### config.mk
export PLATFORM = sky130hd
export DESIGN_NAME = serial_adder_ctrl
export DESIGN_NICKNAME = d
export VERILOG_FILES = /design/src/rtl/serial_adder_ctrl_pkg.sv /design/src/rtl/serial_adder_ctrl_four_bit_adder.sv /design/src/rtl/serial_adder_ctrl.sv
export SDC_FILE = /design/constraint.sdc
export NUM_CORES = 1
export LEC_CHECK = 0
export CORE_MARGIN = 5
export CORE_UTILIZATION = 55
export CTS_BUF_LIST = sky130_fd_sc_hd__clkbuf_2 sky130_fd_sc_hd__clkbuf_4 sky130_fd_sc_hd__clkbuf_8
export DETAILED_ROUTE_END_ITERATION = 16
export GPL_TIMING_DRIVEN = 0
export PLACE_DENSITY = 0.85
export SYNTH_ARGS = -nofsm -noshare
export SYNTH_HDL_FRONTEND = slang
export SYNTH_HIERARCHICAL = 1
export SYNTH_SLANG_ARGS = --single-unit
export TNS_END_PERCENT = 20
### constraint.sdc
create_clock -name clk -period 6.9 [get_ports clk]
set_input_delay 1.38 -clock clk [delete_from_list [all_inputs] [get_ports clk]]
set_output_delay 1.38 -clock clk [all_outputs]
set_load 0.05 [all_outputs]
### src/rtl/serial_adder_ctrl_pkg.sv
// Shared definitions for the nibble-serial add/subtract sequencer:
// FSM state encoding and the width of the shared adder slice.
package serial_adder_ctrl_pkg;

    localparam int SLICE_W = 4;

    typedef enum logic [1:0] {
        S_IDLE = 2'd0,
        S_RUN  = 2'd1,
        S_DONE = 2'd2
    } state_t;

endpackage

### src/rtl/serial_adder_ctrl_four_bit_adder.sv
// Four-bit ripple-carry adder slice shared by every nibble step of the
// serial sequencer.
module four_bit_adder
    import serial_adder_ctrl_pkg::*;
(
    input  logic [SLICE_W-1:0] a,
    input  logic [SLICE_W-1:0] b,
    input  logic               cin,
    output logic [SLICE_W-1:0] s,
    output logic               cout
);

    logic [SLICE_W:0] c;

    always_comb begin
        c    = '0;
        s    = '0;
        c[0] = cin;
        for (int i = 0; i < SLICE_W; i++) begin
            s[i]   = a[i] ^ b[i] ^ c[i];
            c[i+1] = (a[i] & b[i]) | (c[i] & (a[i] ^ b[i]));
        end
        cout = c[SLICE_W];
    end

endmodule

### src/rtl/serial_adder_ctrl.sv
// Nibble-serial add/subtract controller: one shared 4-bit slice processes
// the operands LSB nibble first, and the result leaves through valid/ready.
module serial_adder_ctrl
    import serial_adder_ctrl_pkg::*;
#(
    parameter int WIDTH = 16
) (
    input  logic             clk,
    input  logic             rst_n,
    input  logic             in_valid,
    output logic             in_ready,
    input  logic [WIDTH-1:0] op_a,
    input  logic [WIDTH-1:0] op_b,
    input  logic             c_in,
    input  logic             sub,
    output logic             out_valid,
    input  logic             out_ready,
    output logic [WIDTH-1:0] sum,
    output logic             carry_out,
    output logic             overflow,
    output logic             busy,
    output logic [1:0]       dbg_state
);

    localparam int NIB   = WIDTH / SLICE_W;
    localparam int IDX_W = (NIB > 1) ? $clog2(NIB) : 1;
    localparam logic [IDX_W-1:0] LAST_IDX = IDX_W'(NIB - 1);

    // Handshake: a transfer happens on a rising edge where valid and ready
    // are both high; ready never depends on valid, and the producer holds
    // valid and data stable until the transfer.

    state_t             state_q, state_d;
    logic [IDX_W-1:0]   idx_q;
    logic [WIDTH-1:0]   a_q, b_eff_q, sum_q;
    logic               carry_q, carry_out_q, overflow_q;
    logic               accept, step, last;
    logic [SLICE_W-1:0] slice_a, slice_b, slice_s;
    logic               slice_c;

    always_ff @(posedge clk) begin
        if (!rst_n) state_q <= S_IDLE;
        else        state_q <= state_d;
    end

    always_comb begin
        state_d   = state_q;
        in_ready  = 1'b0;
        out_valid = 1'b0;
        busy      = 1'b0;
        accept    = 1'b0;
        step      = 1'b0;
        last      = 1'b0;
        case (state_q)
            S_IDLE: begin
                in_ready = 1'b1;
                if (in_valid) begin
                    accept  = 1'b1;
                    state_d = S_RUN;
                end
            end
            S_RUN: begin
                busy = 1'b1;
                step = 1'b1;
                if (idx_q == LAST_IDX) begin
                    last    = 1'b1;
                    state_d = S_DONE;
                end
            end
            S_DONE: begin
                busy      = 1'b1;
                out_valid = 1'b1;
                if (out_ready) state_d = S_IDLE;
            end
            default: state_d = S_IDLE;
        endcase
    end

    assign slice_a = a_q[SLICE_W*idx_q +: SLICE_W];
    assign slice_b = b_eff_q[SLICE_W*idx_q +: SLICE_W];

    four_bit_adder u_slice (
        .a    (slice_a),
        .b    (slice_b),
        .cin  (carry_q),
        .s    (slice_s),
        .cout (slice_c)
    );

    // Subtraction is a + ~b + 1, so the inversion and the forced carry-in
    // are applied once at acceptance and the slice only ever adds.
    always_ff @(posedge clk) begin
        if (!rst_n) begin
            idx_q       <= '0;
            a_q         <= '0;
            b_eff_q     <= '0;
            sum_q       <= '0;
            carry_q     <= 1'b0;
            carry_out_q <= 1'b0;
            overflow_q  <= 1'b0;
        end else begin
            if (accept) begin
                a_q     <= op_a;
                b_eff_q <= sub ? ~op_b : op_b;
                carry_q <= sub ? 1'b1 : c_in;
                idx_q   <= '0;
            end
            if (step) begin
                sum_q[SLICE_W*idx_q +: SLICE_W] <= slice_s;
                carry_q <= slice_c;
                idx_q   <= last ? '0 : idx_q + 1'b1;
                if (last) begin
                    carry_out_q <= slice_c;
                    overflow_q  <= (a_q[WIDTH-1] == b_eff_q[WIDTH-1]) &&
                                   (slice_s[SLICE_W-1] != a_q[WIDTH-1]);
                end
            end
        end
    end

    assign sum       = sum_q;
    assign carry_out = carry_out_q;
    assign overflow  = overflow_q;
    assign dbg_state = state_q;

endmodule

Yosys cells after proc, flatten, opt, wreduce, memory -nomap -nowiden
Cells that the tools add are included.

operators by class
  muxes and demuxes = 20
  shift operators = 4
  bitwise logic cells = 21
  reduce and logical (&&, ||, !) cells = 6
  equality and inequality tests = 8
  $add $sub $neg = 2

operator list
  kind                                                                     count
  4-bit negation with 34-bit output                                        1
  4-bit by 34-bit variable shift with 16-bit output, first input constant  1
  4-bit by 34-bit indexed part select with 16-bit output                   1
  16-bit by 5-bit indexed part select with 4-bit output                    2
  16-bit bitwise mux                                                       1
  16-bit two-way mux                                                       1
  16-bit inverter                                                          1
  2-bit two-way mux                                                        6
  1-bit two-way mux                                                        11
  1-bit AND                                                                8
  1-bit bitwise XOR                                                        8
  2-bit inequality test, second input constant                             3
  2-bit one-hot mux with 3 select lines                                    1
  2-bit == test, second input constant                                     2
  1-bit bitwise OR                                                         4
  3-bit AND reduction                                                      1
  2-bit by 1-bit adder with 2-bit output, second input constant            1
  2-bit by 1-bit == test with 1-bit output, second input constant          1
  2-bit logical NOT                                                        1
  2-bit AND reduction                                                      1
  2-bit nonzero test                                                       1
  2-bit OR reduction                                                       1
  1-bit == test                                                            1
  1-bit logical AND                                                        1
  1-bit inequality test                                                    1

word-level totals
  input bits = 38
  logic and storage cells = 69
  bits in registers = 55

Logic depth before layout (Yosys ltp)
Gate-level depths: netlist of the first run.

  depth in word-level cells = 11
  depth in mapped cells = 13

Modules after synthesis
The synthesis of the first run kept the hierarchy.

by module, submodules not included
  module             times used  cells an instance  area each (sq um)  seq. area each (sq um)
  serial_adder_ctrl  1           272                2551.2             1101.1
  four_bit_adder     1           14                 117.6              0.0

Least setup slack after synthesis of the first run
OpenSTA, ideal clock, no wires.

  kind = register to register
  start = register idx_q[0]
  end = register overflow_q (netlist: overflow)
  stages on the path, launching flop included = 14
  setup slack = 3.692 ns
  arrival time = 3.082 ns
  path buffers = 1
  setup time = 0.126 ns
  data required time = 6.774 ns
  path through = dfxtp_1 > buf_4 > mux4_2 > fa_1 > inv_1 > fa_1 > inv_1 > fa_1 > inv_1 > fa_1 > inv_1 > nor2b_1 > a221oi_1 > nor3b_1

on the way
  word-level cells in the longest chain between the ends = 11
  elaborated cells between the ends (all ways) = 22
  those cells by class = eq/ne: 2; shift: 2; mux: 2; bitwise: 14; reduce/logical: 2

ends and longest elaborated chain
  element                                                  line                                    RTL
  start, declared                                          serial_adder_ctrl.sv:34                 logic [IDX_W-1:0] idx_q;
  start signal, assigned                                   serial_adder_ctrl.sv:111                idx_q <= last ? '0 : idx_q + 1'b1;
  16-bit by 5-bit indexed part select with 4-bit output *  serial_adder_ctrl.sv:79                 assign slice_a = a_q[SLICE_W*idx_q +: SLICE_W];
  named net slice_a[0]                                     serial_adder_ctrl.sv:38                 logic [SLICE_W-1:0] slice_a, slice_b, slice_s;
  1-bit bitwise XOR                                        serial_adder_ctrl_four_bit_adder.sv:21  c[i+1] = (a[i] & b[i]) | (c[i] & (a[i] ^ b[i]));
  1-bit AND                                                serial_adder_ctrl_four_bit_adder.sv:21
  1-bit bitwise OR *                                       serial_adder_ctrl_four_bit_adder.sv:21
  1-bit AND *                                              serial_adder_ctrl_four_bit_adder.sv:21
  1-bit bitwise OR *                                       serial_adder_ctrl_four_bit_adder.sv:21
  1-bit AND *                                              serial_adder_ctrl_four_bit_adder.sv:21
  1-bit bitwise OR *                                       serial_adder_ctrl_four_bit_adder.sv:21
  1-bit bitwise XOR *                                      serial_adder_ctrl_four_bit_adder.sv:20  s[i] = a[i] ^ b[i] ^ c[i];
  named net slice_s[3]                                     serial_adder_ctrl.sv:38
  1-bit inequality test *                                  serial_adder_ctrl.sv:115                (slice_s[SLICE_W-1] != a_q[WIDTH-1]);
  1-bit logical AND *                                      serial_adder_ctrl.sv:114                overflow_q <= (a_q[WIDTH-1] == b_eff_q[WIDTH-1]) &&
  end signal, assigned                                     serial_adder_ctrl.sv:114
  end, declared                                            serial_adder_ctrl.sv:36                 logic carry_q, carry_out_q, overflow_q;

The timed path passes the listed nets; every way through them passes the cells marked *.
A chain may end at the register's enable or synchronous reset.

Worst setup path after layout of the first run
Ends and elaborated chain as after synthesis.

==> out/results.ini, run 1 <==
[outcome]
status = finished, final reports clean

[logic_synthesis]
synthFlopType = dfxtp_1
synth_area_leaders = dfxtp_1, nand2_1, mux4_2
ys_warn_count = 6
synth_area_um2 = 2670
synthMostInstantiatedCell = nand2_1
synthMuxAreaShare = 0.0750
syn_inst = 286
syn_nets = 336
synth-seq-area-share = 0.413
synth_top_family_by_area = simple AND/OR/NAND/NOR gates
async_reset_ff_frac = 0
ys_types = 33
yosys.area_share.simple = 0.166
synth_xor_area_frac = 0.0525
yosys.area.top_type = dfxtp_1
synthTopCellsByCount = nand2_1, dfxtp_1, a21boi_1, o211a_1, xnor2_1
syn_area_per_cell_um2 = 9.33
synth_compound_area_frac = 0.165
synth-edff-count = 0
netlist.area_leader.share = 0.413
synth-adder-area-share = 0.0675
synth_seq_cells = 55

[floorplanning]
rows = 25
dieHeight_um = 79.7
die_width_um = 79.7
start_util = 0.565
die_area_um2 = 6350
boundaryPins = 61
core_um2 = 4720

[sta]
fmax_ghz = 0.282
rsz0062_at_grt = no
period_share = 0.514
fin_skew_ps = 6.40
final_max_slew_viol_count = 0
tightest_slew_ps = 599
min_period_ps = 3550
setup_tns_ps = 0
final-setup-viol-count = 0
hold_viol = 0
relSlewSlack = 0.601

[route]
via_per_inst = 5.35
drtAntennaViolNets = 0
drt_first_iter_violations = 152
routed_wirelength_um = 6180
route.detailed.drc = 0
routed-via-count = 2243
drtPass1Iterations = 4
wl_per_cell_um = 14.7

[run]
maxCapViolCount = 0

[power_and_ir_drop]
p_int_w = 0.000673
power_density_nw_per_um2 = 317
combPwrFrac = 0.421
peakVddDrop_mv = 0.180
p_sw_frac = 0.384
switchingPower_w = 0.000419
leakage_nw = 1.41
power_frac_clock = 0.204
p_seq_frac = 0.375

[global_routing]
grt_pass1_vias = 2193
gr-total-overflow = 0
met2_usage = 0.366
grt_pass1_wl_um = 10200
top_usage_layer = met2
track_usage = 0.208
grt_util_met1 = 0.246
antenna_found_initial = 0
grt_max_degree = 17
grtUsageMet3 = 0.0372

[clocking]
tritoncts = yes
clk_pin_slew_ps = 100
clock_path_buffers = 2
cts_buffers = 5
hold_buffers = 0
h-tree-depth = 2
clock-sinks = 55
cts-resized-gates = 0
cts_root_buffer = clkbuf_8
post-cts-setup-buffer-count = 0
clk_latency_ps = 320

[critical_path]
worst_ep_required_time_ps = 7110
arrival_ps = 3760
endpoint_kind = flip-flop
startpoint_type = flip-flop
critical_path_class = flip-flop to flip-flop
r2r_cells = 13
worstPathMaxFanout = 10

[final_layout]
drive_above_1_share = 0.0881
fill_cells = 372
finalNetCount = 401
area_delta_synth_final_pct = 29.3
diodes = 0
fin_util = 0.731

[worst_hold_path]
hold_class = flip-flop to flip-flop
whs_path_depth = 2

[placement]
io_buffer_count = 58
dp_hpwl_um = 4720
gp_congestion = 0.890

## logic make-up after synthesis
group	Yosys count
XOR/XNOR	16
buffers and inverters	38
flip-flops	55
AO/OA/AOI/OAI	55
adder cells (fa/ha/maj)	12
multiplexers	10
AND/OR/NAND/NOR	100
## per-stage QoR
| stage | total power (W) | hold WS [ps] | setup WS, ps | instances | cell area [um2] |
|---|---|---|---|---|---|
| CTS | 0.00110 | 456 | 3380 | 419 | 3450 |
| global route | 0.00116 | 470 | 3170 | 419 | 3450 |
| finish | 0.00109 | 455 | 3350 | 419 | 3450 |
| global placement | 0.000861 | 437 | 3440 | 411 | 3330 |
| floorplan | 0.000737 | 432 | 3690 | 286 | 2670 |
| detailed placement | 0.000873 | 443 | 3400 | 411 | 3330 |
## flip-flops by register name (all words and copies together) (netlist names)
name,flops
carry_out,1
overflow,1
sum,16
dbg_state,2
b_eff_q,16
carry_q,1
a_q,16
idx_q,2
## power groups by stage
stage | Combinational (W) | Sequential [W] | Clock, W
2_1_floorplan | 0.000299 | 0.000439 | 0
3_5_place_dp | 0.000457 | 0.000416 | 0
3_3_place_gp | 0.000448 | 0.000413 | 0
4_1_cts | 0.000460 | 0.000409 | 0.000227
6_report | 0.000460 | 0.000409 | 0.000223
5_1_grt | 0.000498 | 0.000416 | 0.000242
## layout make-up
type / count / area [um2] / area share
Buffer: 20 / 93.8 / 0.0272
Clock inverter: 2 / 35.0 / 0.0102
Sequential cell: 55 / 1100 / 0.319
Clock buffer: 6 / 82.6 / 0.0239
Inverter: 18 / 67.6 / 0.0196
Tap cell: 67 / 83.8 / 0.0243
Multi-Input combinational cell: 193 / 1410 / 0.408
Timing Repair Buffer: 58 / 581 / 0.168
## routing by layer
metal	up-vias	part of all wire
met3	12	0.054
met4	0	0.022
met1	1052	0.41
met5	-	0
li1	1109	-
met2	70	0.51
## critical path, stage by stage (launching register included)
cell,delay (ps)
dfxtp_1,490
buf_4,280
mux4_2,540
fa_1,440
inv_1,90
fa_1,160
inv_1,50
fa_1,350
inv_1,90
fa_1,400
inv_1,140
nor2b_1,60
a221oi_1,250
nor3b_1,80
## placed cells by master, fill, tap and decap left out, types with 6 or more instances in the layout
cell / n
nand2_1: 68
clkdlybuf4s50_1: 58
dfxtp_1: 55
a21boi_1: 21
xnor2_1: 16
o211a_1: 16
inv_1: 15
nand3_1: 15
clkbuf_1: 9
buf_2: 9
mux4_2: 8
o31ai_1: 8
ha_1: 8
clkbuf_8: 6
## worst paths after layout
kind	slack, ps	start	to
worst min register to register	460	sum[2]$_SDFFE_PN0P_	sum[2]$_SDFFE_PN0P_
worst min-delay path	460	sum[2]$_SDFFE_PN0P_	sum[2]$_SDFFE_PN0P_
worst max register to register	3350	idx_q[0]$_SDFFE_PN0P_	overflow$_SDFFE_PN0P_
worst max-delay path	3350	idx_q[0]$_SDFFE_PN0P_	overflow$_SDFFE_PN0P_
No activity file was read; power rests on OpenSTA's default activity.
==> run 2: changes to the inputs <==
--- a/config.mk
+++ b/config.mk
@@ -6,11 +6,11 @@
 export NUM_CORES = 1
 export LEC_CHECK = 0
 export CORE_MARGIN = 5
-export CORE_UTILIZATION = 55
+export CORE_UTILIZATION = 47
 export CTS_BUF_LIST = sky130_fd_sc_hd__clkbuf_2 sky130_fd_sc_hd__clkbuf_4 sky130_fd_sc_hd__clkbuf_8
 export DETAILED_ROUTE_END_ITERATION = 16
 export GPL_TIMING_DRIVEN = 0
-export PLACE_DENSITY = 0.85
+export PLACE_DENSITY = 0.78
 export SYNTH_ARGS = -nofsm -noshare
 export SYNTH_HDL_FRONTEND = slang
 export SYNTH_HIERARCHICAL = 1
==> constraint.sdc (replaced) <==
create_clock -name clk -period 3 [get_ports clk]
set_input_delay 0.6 -clock clk [delete_from_list [all_inputs] [get_ports clk]]
set_output_delay 0.6 -clock clk [all_outputs]
set_load 0.05 [all_outputs]
==> run 2 against run 1 <==
Effect of this change: first-iteration DRC count down 41%; non-clock buffer count up 4; sequential power up 130%; combinational power up 150%; critical path type unchanged; largest power group unchanged.
==> out/results.ini, run 2 (synthesized netlist as in run 1, its figures left out) <==
[outcome]
status = finished, final reports clean

[power_and_ir_drop]
p_sw_frac = 0.386  ; +0.00253
peakVddDrop_mv = 0.321  ; +79%
switchingPower_w = 0.000979  ; +130%
power_density_nw_per_um2 = 722  ; +130%
p_int_w = 0.00155  ; +130%
power_frac_clock = 0.180  ; -0.024
p_seq_frac = 0.371  ; -0.004
combPwrFrac = 0.449  ; +0.028
leakage_nw = 1.43  ; +1.4%

[final_layout]
mostFrequentLayoutCell = nand2_1
fill_cells = 472  ; +27%
regArea_um2 = 1100  ; +0.34%
finalInstanceArea_um2 = 3510  ; +1.6%
area_delta_synth_final_pct = 31.4
multiInputGateArea_um2 = 1420  ; +0.98%
finalNetCount = 405  ; +1.0%
drive_above_1_share = 0.126  ; +0.0383
diodes = 0  ; unchanged
mostFrequentLayoutCells = nand2_1, clkdlybuf4s50_1, dfxtp_1, a21boi_1

[sta]
fin_skew_ps = 6.85  ; +0.449 ps
hold_viol = 0  ; unchanged
tightest_slew_ps = 541  ; -58.1 ps
period_share = 0.994  ; +0.480
holdWs_ps = 456  ; +0.658 ps
relSlewSlack = 0.639  ; +0.0387
final_max_slew_viol_count = 0  ; unchanged
rsz0062_at_grt = yes
final-setup-viol-count = 0  ; unchanged
min_period_ps = 2980  ; -565 ps
fmax_ghz = 0.336  ; +19%

[clocking]
tritoncts = yes
h-tree-depth = 2  ; unchanged
cts_buffers = 5  ; unchanged
clk_latency_ps = 310  ; about the same
clock_path_buffers = 2  ; unchanged
clock-sinks = 55  ; unchanged
hold_buffers = 0  ; unchanged
cts_root_buffer = clkbuf_8
clk_pin_slew_ps = 90  ; about the same

[critical_path]
cp_cell_sequence = buf_12, mux4_2, fa_2, inv_2, fa_2, inv_2, fa_2, inv_2, fa_1, inv_2, nor2b_1, a221oi_2, nor3b_1
critPathBufInv = 5  ; unchanged
worst_ep_required_time_ps = 3210  ; -3900 ps
startpoint_type = flip-flop
r2r_end = overflow$_SDFFE_PN0P_
cpMostUsedCell = inv_2
r2r_cells = 13  ; unchanged
max_stage_delay_ps = 510  ; -30 ps
critical_path_class = flip-flop to flip-flop
worstPathMaxFanout = 4  ; -6
endpoint_kind = flip-flop
critPathSlowestCell = mux4_2
arrival_ps = 3190  ; -570 ps
r2r_start = idx_q[0]$_SDFFE_PN0P_
crit_family = adder cells
ff2ff_setup_slack_ps = 20  ; -3340 ps

[route]
routed-via-count = 2255  ; +0.53%
drtAntennaViolNets = 0  ; unchanged
wl_per_cell_um = 14.6  ; -0.64%
route.detailed.drc = 0  ; unchanged
drt_first_iter_violations = 89  ; -41%
drtPass1Iterations = 4  ; unchanged
routed_wirelength_um = 6270  ; +1.5%
via_per_inst = 5.27  ; -1.6%

[worst_hold_path]
hold_class = flip-flop to flip-flop
holdPathEnd = a_q[7]$_SDFFE_PN0P_
hold_start = a_q[7]$_SDFFE_PN0P_
whs_path_depth = 2  ; unchanged

[floorplanning]
die_width_um = 85.4  ; +7.1%
start_util = 0.485  ; -0.0804
rows = 27  ; +8.0%
dieHeight_um = 85.4  ; +7.1%
boundaryPins = 61  ; unchanged
die_area_um2 = 7290  ; +15%
core_um2 = 5510  ; +17%

[global_routing]
gr-total-overflow = 0  ; unchanged
grt_pass1_vias = 2248  ; +2.5%
antenna_found_initial = 0  ; unchanged
track_usage = 0.178  ; -0.0297
grt_pass1_wl_um = 10400  ; +1.9%
grt_max_degree = 16  ; -1

[placement]
gp_congestion = 0.806  ; -9.5%
dpl-instance-area_um2 = 3360  ; +0.75%
dp_hpwl_um = 4680  ; -0.82%
io_buffer_count = 58  ; unchanged

[run]
maxCapViolCount = 0  ; unchanged

[run 2: routing by layer]
layer / global-route usage / routed length [um]
met5: 0 / 0
met1: 0.209 / 2630
met3: 0.0340 / 365
met4: 0.0647 / 104
met2: 0.319 / 3170
[run 2: what timing repair did]
item,in CTS,in global routing
pin swaps,3,1
resized for setup,4,1
setup buffers,4,0
setup endpoints to repair,5,4
[run 2: tightest hold or removal path: cells and delay by family (launching register included)]
kind | cells | cell delay [ps]
and+or+nand+nor | 1 | 50
AOI/OAI and AO/OA | 1 | 50
DFF | 1 | 320
[run 2: per-stage QoR]
step	setup TNS, ps	total power (W)	setup WS [ps]	util	cells
after floorplan	-5.73	0.00172	-5.73	-	286
after global placement	-946	0.00201	-302	0.610	416
after detailed placement	-933	0.00204	-319	0.610	416
after CTS	-30.7	0.00253	-30.7	0.636	428
after global routing	-294	0.00268	-111	0.637	428
final	0	0.00253	19.4	0.637	428
[run 2: worst max path at each step]
stage                                startpoint  cells after the start                     to
after global routing      idx_q[0]$_SDFFE_PN0P_                     13  overflow$_SDFFE_PN0P_
final                     idx_q[0]$_SDFFE_PN0P_                     13  overflow$_SDFFE_PN0P_
after CTS                 idx_q[0]$_SDFFE_PN0P_                     13  overflow$_SDFFE_PN0P_
after global placement    idx_q[1]$_SDFFE_PN0P_                     13  overflow$_SDFFE_PN0P_
after floorplan           idx_q[0]$_SDFFE_PN0P_                     13  overflow$_SDFFE_PN0P_
after detailed placement  idx_q[1]$_SDFFE_PN0P_                     13  overflow$_SDFFE_PN0P_
[run 2: final cells by class]
type,count,share of cell area
repair buffers,62,0.174
well taps,72,0.0257
multi-input cells,193,0.405
plain buffers,20,0.0314
flip-flops and latches,55,0.315
inverters,18,0.0193
clock buffers,8,0.0296
[run 2: power by group through the flow]
| stage | clock, W | sequential (W) | combinational, W |
|---|---|---|---|
| 2_1_floorplan | 0 | 0.00102 | 0.000705 |
| 6_report | 0.000455 | 0.000940 | 0.00114 |
| 4_1_cts | 0.000459 | 0.000939 | 0.00113 |
| 3_3_place_gp | 0 | 0.000958 | 0.00105 |
| 3_5_place_dp | 0 | 0.000963 | 0.00107 |
| 5_1_grt | 0.000477 | 0.000956 | 0.00124 |
